File: config.mk
export PLATFORM = sky130hd
export DESIGN_NAME = wb_commit_unit_flat
export DESIGN_NICKNAME = d
export VERILOG_FILES = /design/src/rtl/wb_commit_unit_pkg.sv /design/src/rtl/wb_commit_unit_if.sv /design/src/rtl/commit_trace_fifo.sv /design/src/rtl/wb_commit_unit.sv /design/src/flat_wrapper.sv
export SDC_FILE = /design/constraint.sdc
export NUM_CORES = 1
export LEC_CHECK = 0
export CAP_MARGIN = 20
export CORE_ASPECT_RATIO = 1.1
export CORE_MARGIN = 4
export CORE_UTILIZATION = 53
export CTS_BUF_LIST = sky130_fd_sc_hd__clkbuf_8
export DETAILED_ROUTE_END_ITERATION = 6
export PLACE_DENSITY = 0.82
export SLEW_MARGIN = 20
export SYNTH_ARGS = -nofsm -noshare
export SYNTH_HDL_FRONTEND = slang
export SYNTH_HIERARCHICAL = 1
export SYNTH_SLANG_ARGS = --single-unit
File: constraint.sdc
create_clock -name i_clk -period 10.3 [get_ports i_clk]
set_input_delay 1.545 -clock i_clk [delete_from_list [all_inputs] [get_ports i_clk]]
set_output_delay 1.545 -clock i_clk [all_outputs]
set_load 0.1 [all_outputs]
File: src/rtl/wb_commit_unit_pkg.sv
// rtl/wb_commit_unit_pkg.sv - shared ISA constants and trace record type for the WB commit unit
package wb_commit_unit_pkg;

    localparam int WORD_W = 32;
    localparam int REG_W  = 5;

    localparam logic [5:0] OP_SPECIAL = 6'h00;
    localparam logic [5:0] OP_JAL     = 6'h03;
    localparam logic [5:0] FN_JALR    = 6'h09;
    localparam logic [5:0] FN_MFHI    = 6'h10;
    localparam logic [5:0] FN_MTHI    = 6'h11;
    localparam logic [5:0] FN_MFLO    = 6'h12;
    localparam logic [5:0] FN_MTLO    = 6'h13;

    // One commit record as stored in the trace FIFO (101 bits).
    typedef struct packed {
        logic [WORD_W-1:0] pc;
        logic [WORD_W-1:0] instr;
        logic [REG_W-1:0]  rd;
        logic [WORD_W-1:0] data;
    } trace_rec_t;

    localparam int TRACE_W = $bits(trace_rec_t);

    // True when instr is an R-type (SPECIAL) instruction with the given funct.
    function automatic logic is_special_fn(input logic [WORD_W-1:0] instr, input logic [5:0] fn);
        return (instr[31:26] == OP_SPECIAL) && (instr[5:0] == fn);
    endfunction

endpackage

File: src/rtl/wb_commit_unit_if.sv
// rtl/wb_commit_unit_if.sv - WB-stage inputs, register-file write port and trace port bundle
// Ports: WB fields (wbNextPC..wbWriteLoHi), traceReady in from the pipeline/sink side;
//        regWrite*, hi/lo, retiredCount, trace* out from the commit unit.
interface wb_commit_unit_if #(
    parameter int CNT_W = 32
);
    import wb_commit_unit_pkg::*;

    logic [WORD_W-1:0] wbNextPC;
    logic [WORD_W-1:0] wbInstruction;
    logic [WORD_W-1:0] wbALUOut;
    logic [WORD_W-1:0] wbALUOutHi;
    logic [WORD_W-1:0] wbMemOut;
    logic [REG_W-1:0]  wbWriteReg;
    logic              wbMemRead;
    logic              wbWriteLoHi;

    logic              regWriteEn;
    logic [REG_W-1:0]  regWriteAddr;
    logic [WORD_W-1:0] regWriteData;
    logic [WORD_W-1:0] hi;
    logic [WORD_W-1:0] lo;
    logic [CNT_W-1:0]  retiredCount;

    logic              traceValid;
    logic              traceReady;
    logic [WORD_W-1:0] tracePC;
    logic [WORD_W-1:0] traceInstr;
    logic [REG_W-1:0]  traceReg;
    logic [WORD_W-1:0] traceData;
    logic              traceOverflow;

    // Pipeline / sink side.
    modport master (
        output wbNextPC, wbInstruction, wbALUOut, wbALUOutHi, wbMemOut,
               wbWriteReg, wbMemRead, wbWriteLoHi, traceReady,
        input  regWriteEn, regWriteAddr, regWriteData, hi, lo, retiredCount,
               traceValid, tracePC, traceInstr, traceReg, traceData, traceOverflow
    );

    // Commit unit side.
    modport slave (
        input  wbNextPC, wbInstruction, wbALUOut, wbALUOutHi, wbMemOut,
               wbWriteReg, wbMemRead, wbWriteLoHi, traceReady,
        output regWriteEn, regWriteAddr, regWriteData, hi, lo, retiredCount,
               traceValid, tracePC, traceInstr, traceReg, traceData, traceOverflow
    );

endinterface

File: src/rtl/commit_trace_fifo.sv
// rtl/commit_trace_fifo.sv - commit record FIFO with drop-on-full and sticky overflow flag
// Ports: i_clk, i_rst (async, active-high); i_push/i_data write side; i_pop read side
//        (ignored when empty); o_data head word, o_empty, o_overflow (sticky until reset).
module commit_trace_fifo #(
    parameter int DEPTH = 8,
    parameter int WIDTH = 101
) (
    input  logic             i_clk,
    input  logic             i_rst,
    input  logic             i_push,
    input  logic [WIDTH-1:0] i_data,
    input  logic             i_pop,
    output logic [WIDTH-1:0] o_data,
    output logic             o_empty,
    output logic             o_overflow
);
    localparam int            AW     = $clog2(DEPTH);
    localparam logic [AW:0]   L_FULL = (AW + 1)'(DEPTH);

    logic [WIDTH-1:0] r_mem [DEPTH];
    logic [AW-1:0]    r_wr_ptr;
    logic [AW-1:0]    r_rd_ptr;
    logic [AW:0]      r_count;
    logic             r_overflow;

    logic w_full;
    logic w_do_pop;
    logic w_do_push;

    assign w_full   = (r_count == L_FULL);
    assign o_empty  = (r_count == '0);
    assign w_do_pop = i_pop && !o_empty;
    // A pop on the same edge frees the slot, so a full FIFO still accepts the push.
    assign w_do_push = i_push && (!w_full || w_do_pop);

    always_ff @(posedge i_clk or posedge i_rst) begin
        if (i_rst) begin
            r_wr_ptr   <= '0;
            r_rd_ptr   <= '0;
            r_count    <= '0;
            r_overflow <= 1'b0;
        end else begin
            if (w_do_push) begin
                r_wr_ptr <= r_wr_ptr + 1'b1;
            end
            if (w_do_pop) begin
                r_rd_ptr <= r_rd_ptr + 1'b1;
            end
            if (w_do_push && !w_do_pop) begin
                r_count <= r_count + 1'b1;
            end else if (w_do_pop && !w_do_push) begin
                r_count <= r_count - 1'b1;
            end
            if (i_push && !w_do_push) begin
                r_overflow <= 1'b1;
            end
        end
    end

    // Storage needs no reset: entries are only visible once counted.
    always_ff @(posedge i_clk) begin
        if (w_do_push) begin
            r_mem[r_wr_ptr] <= i_data;
        end
    end

    assign o_data     = r_mem[r_rd_ptr];
    assign o_overflow = r_overflow;

endmodule

File: src/rtl/wb_commit_unit.sv
// rtl/wb_commit_unit.sv - WB commit: GPR write port, architectural HI/LO, retire counter, trace FIFO
// Ports: i_clk, i_rst (async, active-high); bus (wb_commit_unit_if.slave) carrying the WB
//        fields in and the register-file write port, HI/LO, retiredCount and trace stream out.
module wb_commit_unit
    import wb_commit_unit_pkg::*;
#(
    parameter int TRACE_DEPTH = 8,
    parameter int CNT_W       = 32
) (
    input  logic                i_clk,
    input  logic                i_rst,
    wb_commit_unit_if.slave     bus
);
    logic              w_retire;
    logic              w_reg_we;
    logic              w_is_jal;
    logic              w_is_jalr;
    logic              w_is_mfhi;
    logic              w_is_mflo;
    logic              w_is_mthi;
    logic              w_is_mtlo;
    logic [WORD_W-1:0] w_wdata;
    logic [WORD_W-1:0] r_hi;
    logic [WORD_W-1:0] r_lo;
    logic [CNT_W-1:0]  r_retired_count;
    trace_rec_t        w_push_rec;
    trace_rec_t        w_head_rec;
    logic              w_empty;
    logic              w_overflow;

    // An all-zero instruction word is a pipeline bubble.
    assign w_retire  = (bus.wbInstruction != '0);
    assign w_reg_we  = w_retire && (bus.wbWriteReg != '0);
    assign w_is_jal  = (bus.wbInstruction[31:26] == OP_JAL);
    assign w_is_jalr = is_special_fn(bus.wbInstruction, FN_JALR);
    assign w_is_mfhi = is_special_fn(bus.wbInstruction, FN_MFHI);
    assign w_is_mflo = is_special_fn(bus.wbInstruction, FN_MFLO);
    assign w_is_mthi = is_special_fn(bus.wbInstruction, FN_MTHI);
    assign w_is_mtlo = is_special_fn(bus.wbInstruction, FN_MTLO);

    // MFHI/MFLO read the registered pair, i.e. what earlier instructions committed.
    always_comb begin
        w_wdata = bus.wbALUOut;
        if (bus.wbMemRead) begin
            w_wdata = bus.wbMemOut;
        end else if (w_is_jal || w_is_jalr) begin
            w_wdata = bus.wbNextPC;
        end else if (w_is_mfhi) begin
            w_wdata = r_hi;
        end else if (w_is_mflo) begin
            w_wdata = r_lo;
        end
    end

    assign bus.regWriteEn   = w_reg_we;
    assign bus.regWriteAddr = bus.wbWriteReg;
    assign bus.regWriteData = w_wdata;

    always_ff @(posedge i_clk or posedge i_rst) begin
        if (i_rst) begin
            r_hi            <= '0;
            r_lo            <= '0;
            r_retired_count <= '0;
        end else if (w_retire) begin
            r_retired_count <= r_retired_count + 1'b1;
            if (bus.wbWriteLoHi) begin
                // MTHI/MTLO move a single GPR value into one half only.
                if (w_is_mthi) begin
                    r_hi <= bus.wbALUOut;
                end else if (w_is_mtlo) begin
                    r_lo <= bus.wbALUOut;
                end else begin
                    r_hi <= bus.wbALUOutHi;
                    r_lo <= bus.wbALUOut;
                end
            end
        end
    end

    assign bus.hi           = r_hi;
    assign bus.lo           = r_lo;
    assign bus.retiredCount = r_retired_count;

    always_comb begin
        w_push_rec.pc    = bus.wbNextPC - 32'd4;
        w_push_rec.instr = bus.wbInstruction;
        w_push_rec.rd    = w_reg_we ? bus.wbWriteReg : '0;
        w_push_rec.data  = w_reg_we ? w_wdata : '0;
    end

    commit_trace_fifo #(
        .DEPTH (TRACE_DEPTH),
        .WIDTH (TRACE_W)
    ) u_trace_fifo (
        .i_clk      (i_clk),
        .i_rst      (i_rst),
        .i_push     (w_retire),
        .i_data     (w_push_rec),
        .i_pop      (bus.traceReady),
        .o_data     (w_head_rec),
        .o_empty    (w_empty),
        .o_overflow (w_overflow)
    );

    assign bus.traceValid    = !w_empty;
    assign bus.tracePC       = w_head_rec.pc;
    assign bus.traceInstr    = w_head_rec.instr;
    assign bus.traceReg      = w_head_rec.rd;
    assign bus.traceData     = w_head_rec.data;
    assign bus.traceOverflow = w_overflow;

endmodule
File: src/flat_wrapper.sv
// flat-port wrapper written by rule: the top's interface ports become plain ports
module wb_commit_unit_flat import wb_commit_unit_pkg::*;
#(
    parameter int TRACE_DEPTH = 8,
    parameter int CNT_W       = 32
)
  (i_clk, i_rst, bus_wbNextPC, bus_wbInstruction, bus_wbALUOut, bus_wbALUOutHi, bus_wbMemOut, bus_wbWriteReg, bus_wbMemRead, bus_wbWriteLoHi, bus_traceReady, bus_regWriteEn, bus_regWriteAddr, bus_regWriteData, bus_hi, bus_lo, bus_retiredCount, bus_traceValid, bus_tracePC, bus_traceInstr, bus_traceReg, bus_traceData, bus_traceOverflow);
  wb_commit_unit_if #(.CNT_W(CNT_W)) bus_i ();
  input  logic i_clk;
  input  logic i_rst;
  input wire logic [$bits(bus_i.wbNextPC)-1:0] bus_wbNextPC;
  input wire logic [$bits(bus_i.wbInstruction)-1:0] bus_wbInstruction;
  input wire logic [$bits(bus_i.wbALUOut)-1:0] bus_wbALUOut;
  input wire logic [$bits(bus_i.wbALUOutHi)-1:0] bus_wbALUOutHi;
  input wire logic [$bits(bus_i.wbMemOut)-1:0] bus_wbMemOut;
  input wire logic [$bits(bus_i.wbWriteReg)-1:0] bus_wbWriteReg;
  input wire logic [$bits(bus_i.wbMemRead)-1:0] bus_wbMemRead;
  input wire logic [$bits(bus_i.wbWriteLoHi)-1:0] bus_wbWriteLoHi;
  input wire logic [$bits(bus_i.traceReady)-1:0] bus_traceReady;
  output wire logic [$bits(bus_i.regWriteEn)-1:0] bus_regWriteEn;
  output wire logic [$bits(bus_i.regWriteAddr)-1:0] bus_regWriteAddr;
  output wire logic [$bits(bus_i.regWriteData)-1:0] bus_regWriteData;
  output wire logic [$bits(bus_i.hi)-1:0] bus_hi;
  output wire logic [$bits(bus_i.lo)-1:0] bus_lo;
  output wire logic [$bits(bus_i.retiredCount)-1:0] bus_retiredCount;
  output wire logic [$bits(bus_i.traceValid)-1:0] bus_traceValid;
  output wire logic [$bits(bus_i.tracePC)-1:0] bus_tracePC;
  output wire logic [$bits(bus_i.traceInstr)-1:0] bus_traceInstr;
  output wire logic [$bits(bus_i.traceReg)-1:0] bus_traceReg;
  output wire logic [$bits(bus_i.traceData)-1:0] bus_traceData;
  output wire logic [$bits(bus_i.traceOverflow)-1:0] bus_traceOverflow;
  assign bus_i.wbNextPC = bus_wbNextPC;
  assign bus_i.wbInstruction = bus_wbInstruction;
  assign bus_i.wbALUOut = bus_wbALUOut;
  assign bus_i.wbALUOutHi = bus_wbALUOutHi;
  assign bus_i.wbMemOut = bus_wbMemOut;
  assign bus_i.wbWriteReg = bus_wbWriteReg;
  assign bus_i.wbMemRead = bus_wbMemRead;
  assign bus_i.wbWriteLoHi = bus_wbWriteLoHi;
  assign bus_i.traceReady = bus_traceReady;
  assign bus_regWriteEn = bus_i.regWriteEn;
  assign bus_regWriteAddr = bus_i.regWriteAddr;
  assign bus_regWriteData = bus_i.regWriteData;
  assign bus_hi = bus_i.hi;
  assign bus_lo = bus_i.lo;
  assign bus_retiredCount = bus_i.retiredCount;
  assign bus_traceValid = bus_i.traceValid;
  assign bus_tracePC = bus_i.tracePC;
  assign bus_traceInstr = bus_i.traceInstr;
  assign bus_traceReg = bus_i.traceReg;
  assign bus_traceData = bus_i.traceData;
  assign bus_traceOverflow = bus_i.traceOverflow;
  wb_commit_unit #(.TRACE_DEPTH(TRACE_DEPTH), .CNT_W(CNT_W)) u_core (.i_clk(i_clk), .i_rst(i_rst), .bus(bus_i));
endmodule
==> impl_metrics.env <==
export IMPL_outcome="finished, final reports clean"
export IMPL_placementRows=102
export IMPL_io_buffers=406
export IMPL_cts_sink_count=915
export IMPL_relSlewSlack=0.194
export IMPL_final_cells=3411
export IMPL_dieArea_sq_um=75600
export IMPL_p_leak_nw=15.3
export IMPL_synthCells=1877
export IMPL_synth_top_area_frac=0.642
export IMPL_rsz0062_at_grt="no"
export IMPL_worstSetupPathType="in2out"
export IMPL_period_minus_slack_ns=7.14
export IMPL_area_growth_syn_to_layout_pct=20.1
export IMPL_core_area_sq_um=70600
export IMPL_ctsResizeCount=0
export IMPL_async_reset_ff_frac=0.117
export IMPL_grt_usage=0.246
export IMPL_pre_cts_ws_ns=3.13
export IMPL_first_pass_iters=5
export IMPL_slew_viol_final=0
export IMPL_dr_total_vias=20500
export IMPL_routed_wl_um=94000
export IMPL_hold_viol=0
export IMPL_period_share=0.693
export IMPL_drive_gt1_frac=0.275
export IMPL_fmax_mhz=140
export IMPL_grt_max_degree=97
export IMPL_cp_max_fo=36
export IMPL_cts_tree="built"
export IMPL_grt_antenna_before_repair=14
export IMPL_seq_area_frac_synth=0.713
export IMPL_die_h_um=288
export IMPL_dp_cells=3148
export IMPL_cts_root_buf="clkbuf_8"
export IMPL_drc=0
export IMPL_clock_latency_ns=0.76
export IMPL_crit_path_top_delay_cell="clkdlybuf4s50_1"
export IMPL_overflow=0
export IMPL_critPathCaptureType="output port"
export IMPL_whs_path_depth=1
export IMPL_cts_setup_buffers=0
export IMPL_cpMostUsedCell="clkdlybuf4s50_1"
export IMPL_avgSynthCellArea_sq_um=20.1
export IMPL_ys_flop_type="edfxtp_1"
export IMPL_tightest_slew_ns=1.21
export IMPL_dr_first_iter_drc_count=1964
export IMPL_yosysWarnings=6
export IMPL_power_per_cell_area_nw_per_um2=343
export IMPL_synth_cell_types=61
export IMPL_io_pins=407
export IMPL_holdCritPathClass="reg2reg"
export IMPL_grt_pass1_wl_um=138000
export IMPL_fin_skew_ns=0.0295
export IMPL_synth_edff_count=808
export IMPL_dp_hpwl_um=57900
export IMPL_clk_pin_slew_worst_paths_ns=0.06
export IMPL_crit_chain="clkdlybuf4s50_1, nor4_2, and4_2, buf_4, nor2_1, a211oi_1, or2_2, clkdlybuf4s50_1"
export IMPL_reg2reg_depth=5
export IMPL_synth_top_area_cell="edfxtp_1"
export IMPL_cts_buffers=142
export IMPL_routabilityCongestion=0.918
export IMPL_setup_viol=0
export IMPL_worstPathArrival_ns=5.59
export IMPL_synth_area_leaders="edfxtp_1 (64%), mux4_2 (12%), dfrtp_1 (7.1%), mux2_2 (4.5%), xor2_1 (1.1%)"
export IMPL_grt_pass1_vias=21500
export IMPL_cts_max_level=4
export IMPL_cp_start_kind="input pin"
export IMPL_setup_tns_final_ns=0
export IMPL_clock_tree_buffer_depth=3
export IMPL_cap_violations=0
export IMPL_synth_area_sq_um=37800
export IMPL_syn_nets=2055
export IMPL_cts_hold_buffers_added=0
export IMPL_via_per_inst=6.01
export IMPL_critical_path_max_stage_delay_ns=1.14
export IMPL_worstPathRequired_ns=8.76
export IMPL_ant_nets=0
export IMPL_start_util=0.535
export IMPL_die_x_um=263
export IMPL_setup_ws_ns=3.16
export IMPL_wire_per_inst_um=27.6
export IMPL_ir_drop_mv=0.289
export IMPL_fin_nets=2534
export IMPL_synth_seq_cells=915
## flip-flops by register name, summed over array words and instances, names as in the netlist
register and count:
u_core/u_trace_fifo/r_wr_ptr 3, u_core/bus.lo 32, u_core/u_trace_fifo/r_count 4, u_core/bus.retiredCount 32, u_core/u_trace_fifo/o_overflow 1, u_core/bus.hi 32, u_core/u_trace_fifo/r_mem 808, u_core/u_trace_fifo/r_rd_ptr 3
## metal layers
layer	global-route usage	vias to the layer above	part of all wire
li1	-	8642	-
met1	0.337	10700	0.40
met2	0.382	976	0.48
met3	0.0711	182	0.085
met4	0.0908	6	0.034
met5	0	-	0.00032
## power breakdown
part,internal [W],total (W),switching (W)
clock,0.00143,0.00279,0.00136
combinational,0.00218,0.00728,0.00510
sequential,0.00511,0.00548,0.000368
## final cells by class
cell class,count,area (sq um)
clock inverter,106,579
clock buffer,147,2020
tap,936,1170
timing repair buffer,441,4340
antenna,10,25.0
sequential,915,27000
fill,4648,25200
multi-input combinational,844,10200
inverter,12,47.5
## synthesized netlist by cell type, types with 5 or more instances
master,n
ha_1,7
xor2_1,47
nand3_1,13
a22o_1,31
nor2_1,58
buf_1,11
o21ba_2,28
a211oi_1,31
xnor2_1,15
buf_2,34
mux4_2,202
buf_6,18
clkbuf_1,31
buf_4,9
mux2i_1,33
nor3_1,23
dfrtp_1,107
nor2b_1,7
mux2_4,20
nor4_1,15
edfxtp_1,808
nand4_1,6
mux2_2,151
nand2_1,25
or3_1,7
nor3_2,5
or2_2,31
mux2_1,31
or4_1,5
inv_1,12
## final timing paths
path | startpoint | endpoint | slack (ns)
max | bus_wbInstruction[28] | bus_regWriteData[22] | 3.16
min | u_core/bus.retiredCount[6] | u_core/bus.retiredCount[6] | 0.50
max reg2reg | u_core/u_trace_fifo/r_count[0] | u_core/u_trace_fifo/r_mem[7][56] | 6.88
min reg2reg | u_core/bus.retiredCount[6] | u_core/bus.retiredCount[6] | 0.50
max in group asynchronous | i_rst | u_core/bus.retiredCount[31] | 7.97
min in group asynchronous | i_rst | u_core/u_trace_fifo/r_wr_ptr[2] | 1.18
## cells in the final DEF, fill, tap and decap left out, types with 5 or more instances in the layout
cell             synthesis  layout
edfxtp_1               808     808
clkdlybuf4s50_1          0     402
mux4_2                 202     202
mux2_2                 151     151
clkbuf_8                 0     147
dfrtp_1                107     104
inv_1                   12      57
nor2_1                  58      54
xor2_1                  47      47
clkinv_1                 0      34
buf_4                    9      33
mux2i_1                 33      33
mux2_1                  31      31
a211oi_1                31      31
a22o_1                  31      31
or2_2                   31      31
o21ba_2                 28      28
nand2_1                 25      25
mux2_4                  20      20
nor3_1                  23      19
xnor2_1                 15      15
nor4_1                  15      14
nand3_1                 13      13
diode_2                  0      10
nor3_2                   5       9
clkinv_2                 0       8
clkinvlp_4               0       7
or3_1                    7       7
nor2b_1                  7       7
ha_1                     7       7
nand4_1                  6       6
or4_1                    5       5
## stage by stage
| step | cell area [sq um] | util | total power (W) | hold slack [ns] |
|---|---|---|---|---|
| global route | 45400 | 0.643 | 0.0161 | 0.520 |
| CTS | 45300 | 0.642 | 0.0157 | 0.506 |
| detailed placement | 42700 | 0.606 | 0.0129 | 0.491 |
| finish | 45400 | 0.643 | 0.0155 | 0.497 |
| floorplan | 37800 | - | 0.0112 | 0.473 |
| global placement | 42700 | 0.605 | 0.0128 | 0.482 |
## critical path, delay by kind of cell
family	cells	cell delay [ns]
buffers and inverters	3	2.17
and+or+nand+nor	4	1.41
AOI/OAI and AO/OA	1	0.40
## kinds of logic (layout without fill, tap and decap cells)
logic type / Yosys count / in the layout / share of synthesized area
and+or+nand+nor: 226 / 226 / 0.0343
AOI/OAI and AO/OA: 111 / 111 / 0.0256
buffers and inverters: 118 / 706 / 0.0183
muxes: 437 / 437 / 0.191
adders and majority gates: 8 / 8 / 0.00285
other: 0 / 10 / 0
xor gates and xnor gates: 62 / 62 / 0.0144
DFF: 915 / 915 / 0.713
No activity file was read; power rests on OpenSTA's default activity.
